### config.mk
export PLATFORM = sky130hd
export DESIGN_NAME = vext_unit_flat
export DESIGN_NICKNAME = d
export VERILOG_FILES = /design/src/rtl/vext_pkg.sv /design/src/rtl/vext_if.sv /design/src/rtl/vext_slice.sv /design/src/rtl/vext_unit.sv /design/src/flat_wrapper.sv
export SDC_FILE = /design/constraint.sdc
export NUM_CORES = 1
export LEC_CHECK = 0
export ABC_CLOCK_PERIOD_IN_PS = 16149
export CAP_MARGIN = 20
export CORE_MARGIN = 1
export CORE_UTILIZATION = 27
export CTS_CLUSTER_SIZE = 28
export DETAILED_ROUTE_END_ITERATION = 10
export GPL_ROUTABILITY_DRIVEN = 1
export HOLD_SLACK_MARGIN = 0.06
export PLACE_DENSITY = 0.51
export SETUP_SLACK_MARGIN = 0.05
export SLEW_MARGIN = 20
export SYNTH_ARGS = -nofsm -noshare
export SYNTH_HDL_FRONTEND = slang
export SYNTH_SLANG_ARGS = --single-unit
### constraint.sdc
create_clock -name clk -period 16.15 [get_ports clk]
set_input_delay 3.23 -clock clk [delete_from_list [all_inputs] [get_ports clk]]
set_output_delay 3.23 -clock clk [all_outputs]
set_load 0.1 [all_outputs]
### src/rtl/vext_pkg.sv
// ============================================================================
// vext_pkg : encodings, FSM state type and beat-count helper for vext_unit
// Revision : 1.0
// ============================================================================
`default_nettype none

package vext_pkg;

  localparam logic [1:0] SEW_8  = 2'd0;
  localparam logic [1:0] SEW_16 = 2'd1;
  localparam logic [1:0] SEW_32 = 2'd2;
  localparam logic [1:0] SEW_64 = 2'd3;

  localparam logic [1:0] FRAC_BCAST = 2'd0;
  localparam logic [1:0] FRAC_VF2   = 2'd1;
  localparam logic [1:0] FRAC_VF4   = 2'd2;
  localparam logic [1:0] FRAC_VF8   = 2'd3;

  typedef enum logic [0:0] {
    IDLE = 1'b0,
    BUSY = 1'b1
  } state_e;

  typedef struct packed {
    logic [2:0] last_idx;
    logic       err;
  } beat_plan_t;

  // Control fields captured alongside the source beat
  typedef struct packed {
    logic [1:0] sew;
    logic [1:0] frac;
    logic       sgn;
    logic       imm;
    logic       last;
    logic [2:0] last_idx;
    logic       err;
  } ctrl_t;

  // A vfN source element narrower than 8 bits has no encoding
  function automatic beat_plan_t plan_beats(input logic [1:0] sew, input logic [1:0] frac);
    beat_plan_t p;
    p.err      = (frac != FRAC_BCAST) && (frac > sew);
    p.last_idx = (p.err || (frac == FRAC_BCAST)) ? 3'd0 : 3'((4'd1 << frac) - 4'd1);
    return p;
  endfunction

endpackage

`default_nettype wire

### src/rtl/vext_if.sv
// ============================================================================
// vext_if : source/result valid-ready bundle between VRF read and ALU mux
// Revision : 1.0
// ============================================================================
`default_nettype none

interface vext_if #(
  parameter int DATA_W = 64
);
  logic              in_valid;
  logic              in_ready;
  logic [DATA_W-1:0] in_data;
  logic [1:0]        in_sew;
  logic [1:0]        in_frac;
  logic              in_signed;
  logic              in_imm;
  logic              in_last;
  logic              out_valid;
  logic              out_ready;
  logic [DATA_W-1:0] out_data;
  logic              out_last;
  logic              out_err;

  modport master (
    output in_valid, in_data, in_sew, in_frac, in_signed, in_imm, in_last, out_ready,
    input  in_ready, out_valid, out_data, out_last, out_err
  );

  modport slave (
    input  in_valid, in_data, in_sew, in_frac, in_signed, in_imm, in_last, out_ready,
    output in_ready, out_valid, out_data, out_last, out_err
  );
endinterface

`default_nettype wire

### src/rtl/vext_slice.sv
// ============================================================================
// vext_slice : builds one extended output beat from the held source beat
// Revision : 1.0
// ============================================================================
`default_nettype none

module vext_slice
  import vext_pkg::*;
#(
  parameter int DATA_W   = 64,
  parameter int SCALAR_W = 32
) (
  input  logic [DATA_W-1:0] src,
  input  logic [1:0]        sew,
  input  logic [1:0]        frac,
  input  logic [2:0]        beat,
  input  logic              sgn,
  input  logic              imm,
  input  logic              err,
  output logic [DATA_W-1:0] dst
);

  localparam int NBYTES = DATA_W / 8;

  logic [63:0] bcast_val;

  always_comb begin
    if (imm) begin
      bcast_val = {{59{sgn & src[4]}}, src[4:0]};
    end else begin
      bcast_val = {{(64-SCALAR_W){sgn & src[SCALAR_W-1]}}, src[SCALAR_W-1:0]};
    end
  end

  // Every legal source element is a whole number of bytes, so the beat is
  // assembled byte by byte: copy a source byte or replicate its top bit.
  always_comb begin
    int t;
    int elem;
    int sw_bytes;
    int base;
    t        = 0;
    elem     = 0;
    sw_bytes = 0;
    base     = 0;
    dst      = '0;
    if (!err) begin
      for (int b = 0; b < NBYTES; b++) begin
        t    = b & ((1 << int'(sew)) - 1);
        elem = b >> int'(sew);
        if (frac == FRAC_BCAST) begin
          dst[b*8 +: 8] = bcast_val[t*8 +: 8];
        end else begin
          sw_bytes = (1 << int'(sew)) >> int'(frac);
          base     = int'(beat) * (NBYTES >> int'(frac)) + elem * sw_bytes;
          if (t < sw_bytes) begin
            dst[b*8 +: 8] = src[(base + t)*8 +: 8];
          end else begin
            dst[b*8 +: 8] = {8{sgn & src[(base + sw_bytes)*8 - 1]}};
          end
        end
      end
    end
  end

endmodule

`default_nettype wire

### src/rtl/vext_unit.sv
// ============================================================================
// vext_unit : pipelined vsext/vzext and scalar/simm5 broadcast extender
// Revision : 1.0
// ============================================================================
`default_nettype none

module vext_unit
  import vext_pkg::*;
#(
  parameter int DATA_W   = 64,
  parameter int SCALAR_W = 32
) (
  input  logic   clk,
  input  logic   rst,
  vext_if.slave  bus
);

  state_e            state_q, state_d;
  logic [2:0]        beat_cnt_q, beat_cnt_d;
  logic [DATA_W-1:0] hold_data_q, hold_data_d;
  ctrl_t             ctrl_q, ctrl_d;

  beat_plan_t        plan;
  logic              accept;
  logic              fire;
  logic              last_beat;
  logic [DATA_W-1:0] slice_data;

  assign plan      = plan_beats(bus.in_sew, bus.in_frac);
  assign last_beat = (beat_cnt_q == ctrl_q.last_idx);
  assign fire      = bus.out_valid && bus.out_ready;
  assign accept    = bus.in_valid && bus.in_ready;

  // Accepting on the final handshake keeps back-to-back beats bubble-free
  assign bus.in_ready  = !rst && ((state_q == IDLE) || (fire && last_beat));
  assign bus.out_valid = (state_q == BUSY);
  assign bus.out_data  = (state_q == BUSY) ? slice_data : '0;
  assign bus.out_last  = (state_q == BUSY) && ctrl_q.last && last_beat;
  assign bus.out_err   = (state_q == BUSY) && ctrl_q.err;

  always_comb begin
    state_d     = state_q;
    beat_cnt_d  = beat_cnt_q;
    hold_data_d = hold_data_q;
    ctrl_d      = ctrl_q;
    case (state_q)
      IDLE: begin
        beat_cnt_d = 3'd0;
      end
      BUSY: begin
        if (fire) begin
          if (last_beat) begin
            state_d    = IDLE;
            beat_cnt_d = 3'd0;
          end else begin
            beat_cnt_d = beat_cnt_q + 3'd1;
          end
        end
      end
      default: state_d = IDLE;
    endcase
    if (accept) begin
      state_d         = BUSY;
      beat_cnt_d      = 3'd0;
      hold_data_d     = bus.in_data;
      ctrl_d.sew      = bus.in_sew;
      ctrl_d.frac     = bus.in_frac;
      ctrl_d.sgn      = bus.in_signed;
      ctrl_d.imm      = bus.in_imm;
      ctrl_d.last     = bus.in_last;
      ctrl_d.last_idx = plan.last_idx;
      ctrl_d.err      = plan.err;
    end
  end

  always_ff @(posedge clk) begin
    if (rst) begin
      state_q     <= IDLE;
      beat_cnt_q  <= 3'd0;
      hold_data_q <= '0;
      ctrl_q      <= '0;
    end else begin
      state_q     <= state_d;
      beat_cnt_q  <= beat_cnt_d;
      hold_data_q <= hold_data_d;
      ctrl_q      <= ctrl_d;
    end
  end

  vext_slice #(
    .DATA_W   (DATA_W),
    .SCALAR_W (SCALAR_W)
  ) u_slice (
    .src  (hold_data_q),
    .sew  (ctrl_q.sew),
    .frac (ctrl_q.frac),
    .beat (beat_cnt_q),
    .sgn  (ctrl_q.sgn),
    .imm  (ctrl_q.imm),
    .err  (ctrl_q.err),
    .dst  (slice_data)
  );

endmodule

`default_nettype wire

### src/flat_wrapper.sv
// flat-port wrapper written by rule: the top's interface ports become plain ports
module vext_unit_flat import vext_pkg::*;
#(
  parameter int DATA_W   = 64,
  parameter int SCALAR_W = 32
)
  (clk, rst, bus_in_valid, bus_in_data, bus_in_sew, bus_in_frac, bus_in_signed, bus_in_imm, bus_in_last, bus_out_ready, bus_in_ready, bus_out_valid, bus_out_data, bus_out_last, bus_out_err);
  vext_if #(.DATA_W(DATA_W)) bus_i ();
  input  logic clk;
  input  logic rst;
  input wire logic [$bits(bus_i.in_valid)-1:0] bus_in_valid;
  input wire logic [$bits(bus_i.in_data)-1:0] bus_in_data;
  input wire logic [$bits(bus_i.in_sew)-1:0] bus_in_sew;
  input wire logic [$bits(bus_i.in_frac)-1:0] bus_in_frac;
  input wire logic [$bits(bus_i.in_signed)-1:0] bus_in_signed;
  input wire logic [$bits(bus_i.in_imm)-1:0] bus_in_imm;
  input wire logic [$bits(bus_i.in_last)-1:0] bus_in_last;
  input wire logic [$bits(bus_i.out_ready)-1:0] bus_out_ready;
  output wire logic [$bits(bus_i.in_ready)-1:0] bus_in_ready;
  output wire logic [$bits(bus_i.out_valid)-1:0] bus_out_valid;
  output wire logic [$bits(bus_i.out_data)-1:0] bus_out_data;
  output wire logic [$bits(bus_i.out_last)-1:0] bus_out_last;
  output wire logic [$bits(bus_i.out_err)-1:0] bus_out_err;
  assign bus_i.in_valid = bus_in_valid;
  assign bus_i.in_data = bus_in_data;
  assign bus_i.in_sew = bus_in_sew;
  assign bus_i.in_frac = bus_in_frac;
  assign bus_i.in_signed = bus_in_signed;
  assign bus_i.in_imm = bus_in_imm;
  assign bus_i.in_last = bus_in_last;
  assign bus_i.out_ready = bus_out_ready;
  assign bus_in_ready = bus_i.in_ready;
  assign bus_out_valid = bus_i.out_valid;
  assign bus_out_data = bus_i.out_data;
  assign bus_out_last = bus_i.out_last;
  assign bus_out_err = bus_i.out_err;
  vext_unit #(.DATA_W(DATA_W), .SCALAR_W(SCALAR_W)) u_core (.clk(clk), .rst(rst), .bus(bus_i));
endmodule
==> impl_metrics.yaml <==
outcome:
  outcome: "completed"
layout:
  drive_gt1_frac: 0.174
  fin_util: 0.323
  synthToLayoutAreaGrowth_pct: 18.2
  fin_cells: 1945
  fin_nets: 1552
  antennaDiodeCount: 0
timing:
  min_period_over_period: 0.725
  finalClockSkew_ps: 10.7
  finalCriticalPeriod_ps: 11710
  max_freq_mhz: 85.4
  worst_pin_slew_ps: 1190
  setup_viol: 0
  hold_viol: 0
  hold_ws_ps: 477
  relSlewSlack: 0.207
  grt_setup_unrepaired: "false"
  maxSlewViolCount: 0
  finalSetupTns_ps: 0
synth:
  netlist_area_mm2: 0.0121
  synth_top_family_by_area: "multiplexers"
  yosysTopAreaCell: "mux4_2"
  synth_xor_area_frac: 0.0721
  ys.flop_type: "dfxtp_1"
  ys_types: 82
  synth-edff-count: 0
  synth_area_per_cell_um2: 9.43
  synth_nets: 1484
  synth_area_leaders: "mux4_2, dfxtp_1, ha_1, mux2i_1, o21ai_0"
  async_reset_ff_frac: 0
  synthAdderAreaFrac: 0.144
  synth_seq_cells: 79
  yosys.area.top_type_share: 0.241
  synthMuxAreaShare: 0.302
  synthCells: 1280
  seq_area_frac_synth: 0.131
  synth_common_cells: "mux4_2, ha_1, nand2_1"
  yosysMostFrequentCell: "mux4_2"
  yosys.area_share.simple: 0.147
  synth_compound_area_frac: 0.151
  ys_warn_count: 0
routing:
  avgViaCountPerCell: 5.74
  ant_nets: 0
  detail_route.wl_per_cell_um: 25.2
  routed-via-count: 11200
  drt_iter0_markers: 1346
  firstDrtPassIters: 5
  drc_errors: 0
  postRouteWirelength_um: 49100
worst_setup_path:
  slowest_delay_ps: 1240
  crit_start: "u_core.ctrl_q[8]"
  cp_common_cell: "ha_1"
  path_class: "flip-flop to primary output"
  critPathCaptureType: "primary output"
  cp_slowest_cell: "clkdlybuf4s50_1"
  cp_top_family: "adder cells"
  cp_data_arrival_time_ps: 8480
  r2r-start: "u_core.beat_cnt_q[1]"
  crit_chain: "inv_1 -> nor2_1 -> and2_1 -> ha_1 -> fa_1 -> inv_1 -> fa_1 -> inv_1 -> nor2_1 -> nor2_1 -> ha_1 -> ha_1 -> ha_1 -> ha_1 -> ha_1 -> nor2b_1 -> xnor3_1 -> xnor3_2 -> nand3_1 -> a211oi_1 -> clkdlybuf4s50_1"
  cp-start-kind: "flip-flop"
  cp.buffers_inverters: 4
  critPathMaxFanout: 24
  crit_required_ps: 12920
global_route:
  grt_pass1_wl_um: 71800
  track_usage: 0.216
  grt_pass1_vias: 10400
  grt_max_degree: 113
  grt_antenna_before_repair: 1
  grt-ovfl-total: 0
die:
  core_area_mm2: 0.0441
  start_util: 0.273
  die_area_mm2: 0.0455
  io_pins: 143
  die_y_um: 213
  fp.dieW_um: 213
  core.rowCount: 77
cts:
  ctsLongestPathBuffers: 2
  ctsHtreeMaxLevel: 3
  ctsResizeCount: 0
  hold_buffers: 0
  clk_pin_slew_ps: 70
  cts_buffers: 9
  cts_tree: "yes"
  post-cts-setup-buffers: 0
  cts_sinks: 79
  cts_root_buf: "clkbuf_16"
  clkLatencyLatePin_ps: 350
power:
  irDropWorstVdd_uv: 55.9
  leakage_nw: 5.49
  power_density_mw_per_mm2: 99.6
place:
  port_buffers: 142
  gp_congestion: 0.950
  dp.cells: 1929
  hpwl_um: 37100
flow_run:
  max-cap-violations: 0
min_path:
  min_from: "u_core.ctrl_q[4]"
  hold_class: "flip-flop to flip-flop"
## path summary, 6_finish.rpt
path | endpoint | slack [ps] | cells after the start
hold / removal | u_core.ctrl_q[4] | 480 | 2
hold reg to reg | u_core.ctrl_q[4] | 480 | 2
setup / recovery | bus_out_data[40] | 4440 | 21
setup reg to reg | u_core.hold_data_q[12] | 13230 | 7
## sequential cells by signal (all words and copies together) (netlist names)
register,count
u_core.bus.out_valid,1
u_core.ctrl_q,11
u_core.beat_cnt_q,3
u_core.hold_data_q,64
## area by class of cell
class	instances	area, um2
Inverter	52	195
Multi-Input combinational cell	1043	9870
Clock inverter	6	67.6
Timing Repair Buffer	163	1570
Sequential cell	79	1580
Tap cell	592	741
Fill cell	4644	29900
Clock buffer	10	229
## kinds of logic (layout without fill, tap and decap cells)
family | after synthesis | count (layout)
AND/OR/NAND/NOR | 349 | 349
AO/OA/AOI/OAI | 292 | 292
multiplexers | 200 | 200
buffers and inverters | 158 | 231
adder cells (fa/ha/maj) | 129 | 129
flip-flops | 79 | 79
XOR/XNOR | 73 | 73
## placed cells by master (no fill, tap or decap), types with 6 or more instances in the layout
cell type / instances
clkdlybuf4s50_1: 141
mux4_2: 129
nand2_1: 111
ha_1: 111
o21ai_0: 107
dfxtp_1: 79
a21oi_1: 73
nand2b_1: 73
nor2_1: 67
mux2i_1: 54
inv_1: 47
xnor2_1: 38
buf_4: 21
xor2_1: 17
mux2_2: 16
fa_1: 16
a31oi_1: 15
and2_1: 13
nand3_1: 13
o211ai_1: 11
and3_1: 11
xnor3_1: 11
o31ai_1: 11
o22ai_1: 10
or3_1: 9
o32ai_1: 9
o221a_2: 9
clkbuf_16: 9
nor2b_1: 8
nand4_1: 8
a211oi_1: 7
a31o_2: 6
## tightest hold or removal path, delay by kind of cell, from the launching register on
| family | cells | cell delay, ps |
|---|---|---|
| AOI/OAI and AO/OA | 1 | 60 |
| DFF | 1 | 310 |
| and+or+nand+nor | 1 | 60 |
## layer usage
metal | track usage | up-vias | wire [um]
met5 | 0 | - | 11
met4 | 0.0522 | 2 | 975
met3 | 0.0395 | 53 | 5400
met2 | 0.302 | 688 | 20300
met1 | 0.336 | 5482 | 22400
li1 | - | 4935 | -
## power breakdown
group / switching (mW) / internal (mW) / total, mW
clock: 0.0886 / 0.121 / 0.209
combinational: 0.570 / 0.382 / 0.952
sequential: 0.0491 / 0.210 / 0.259
## through the flow
stage	total power [mW]	cell area [um2]	setup WS, ps
2_1_floorplan	0.929	12100	5340
3_3_place_gp	1.19	13900	5140
3_5_place_dp	1.20	13900	4950
4_1_cts	1.41	14200	4560
5_1_grt	1.49	14300	4050
6_report	1.42	14300	4440
Power figures use the tool's default switching activity.
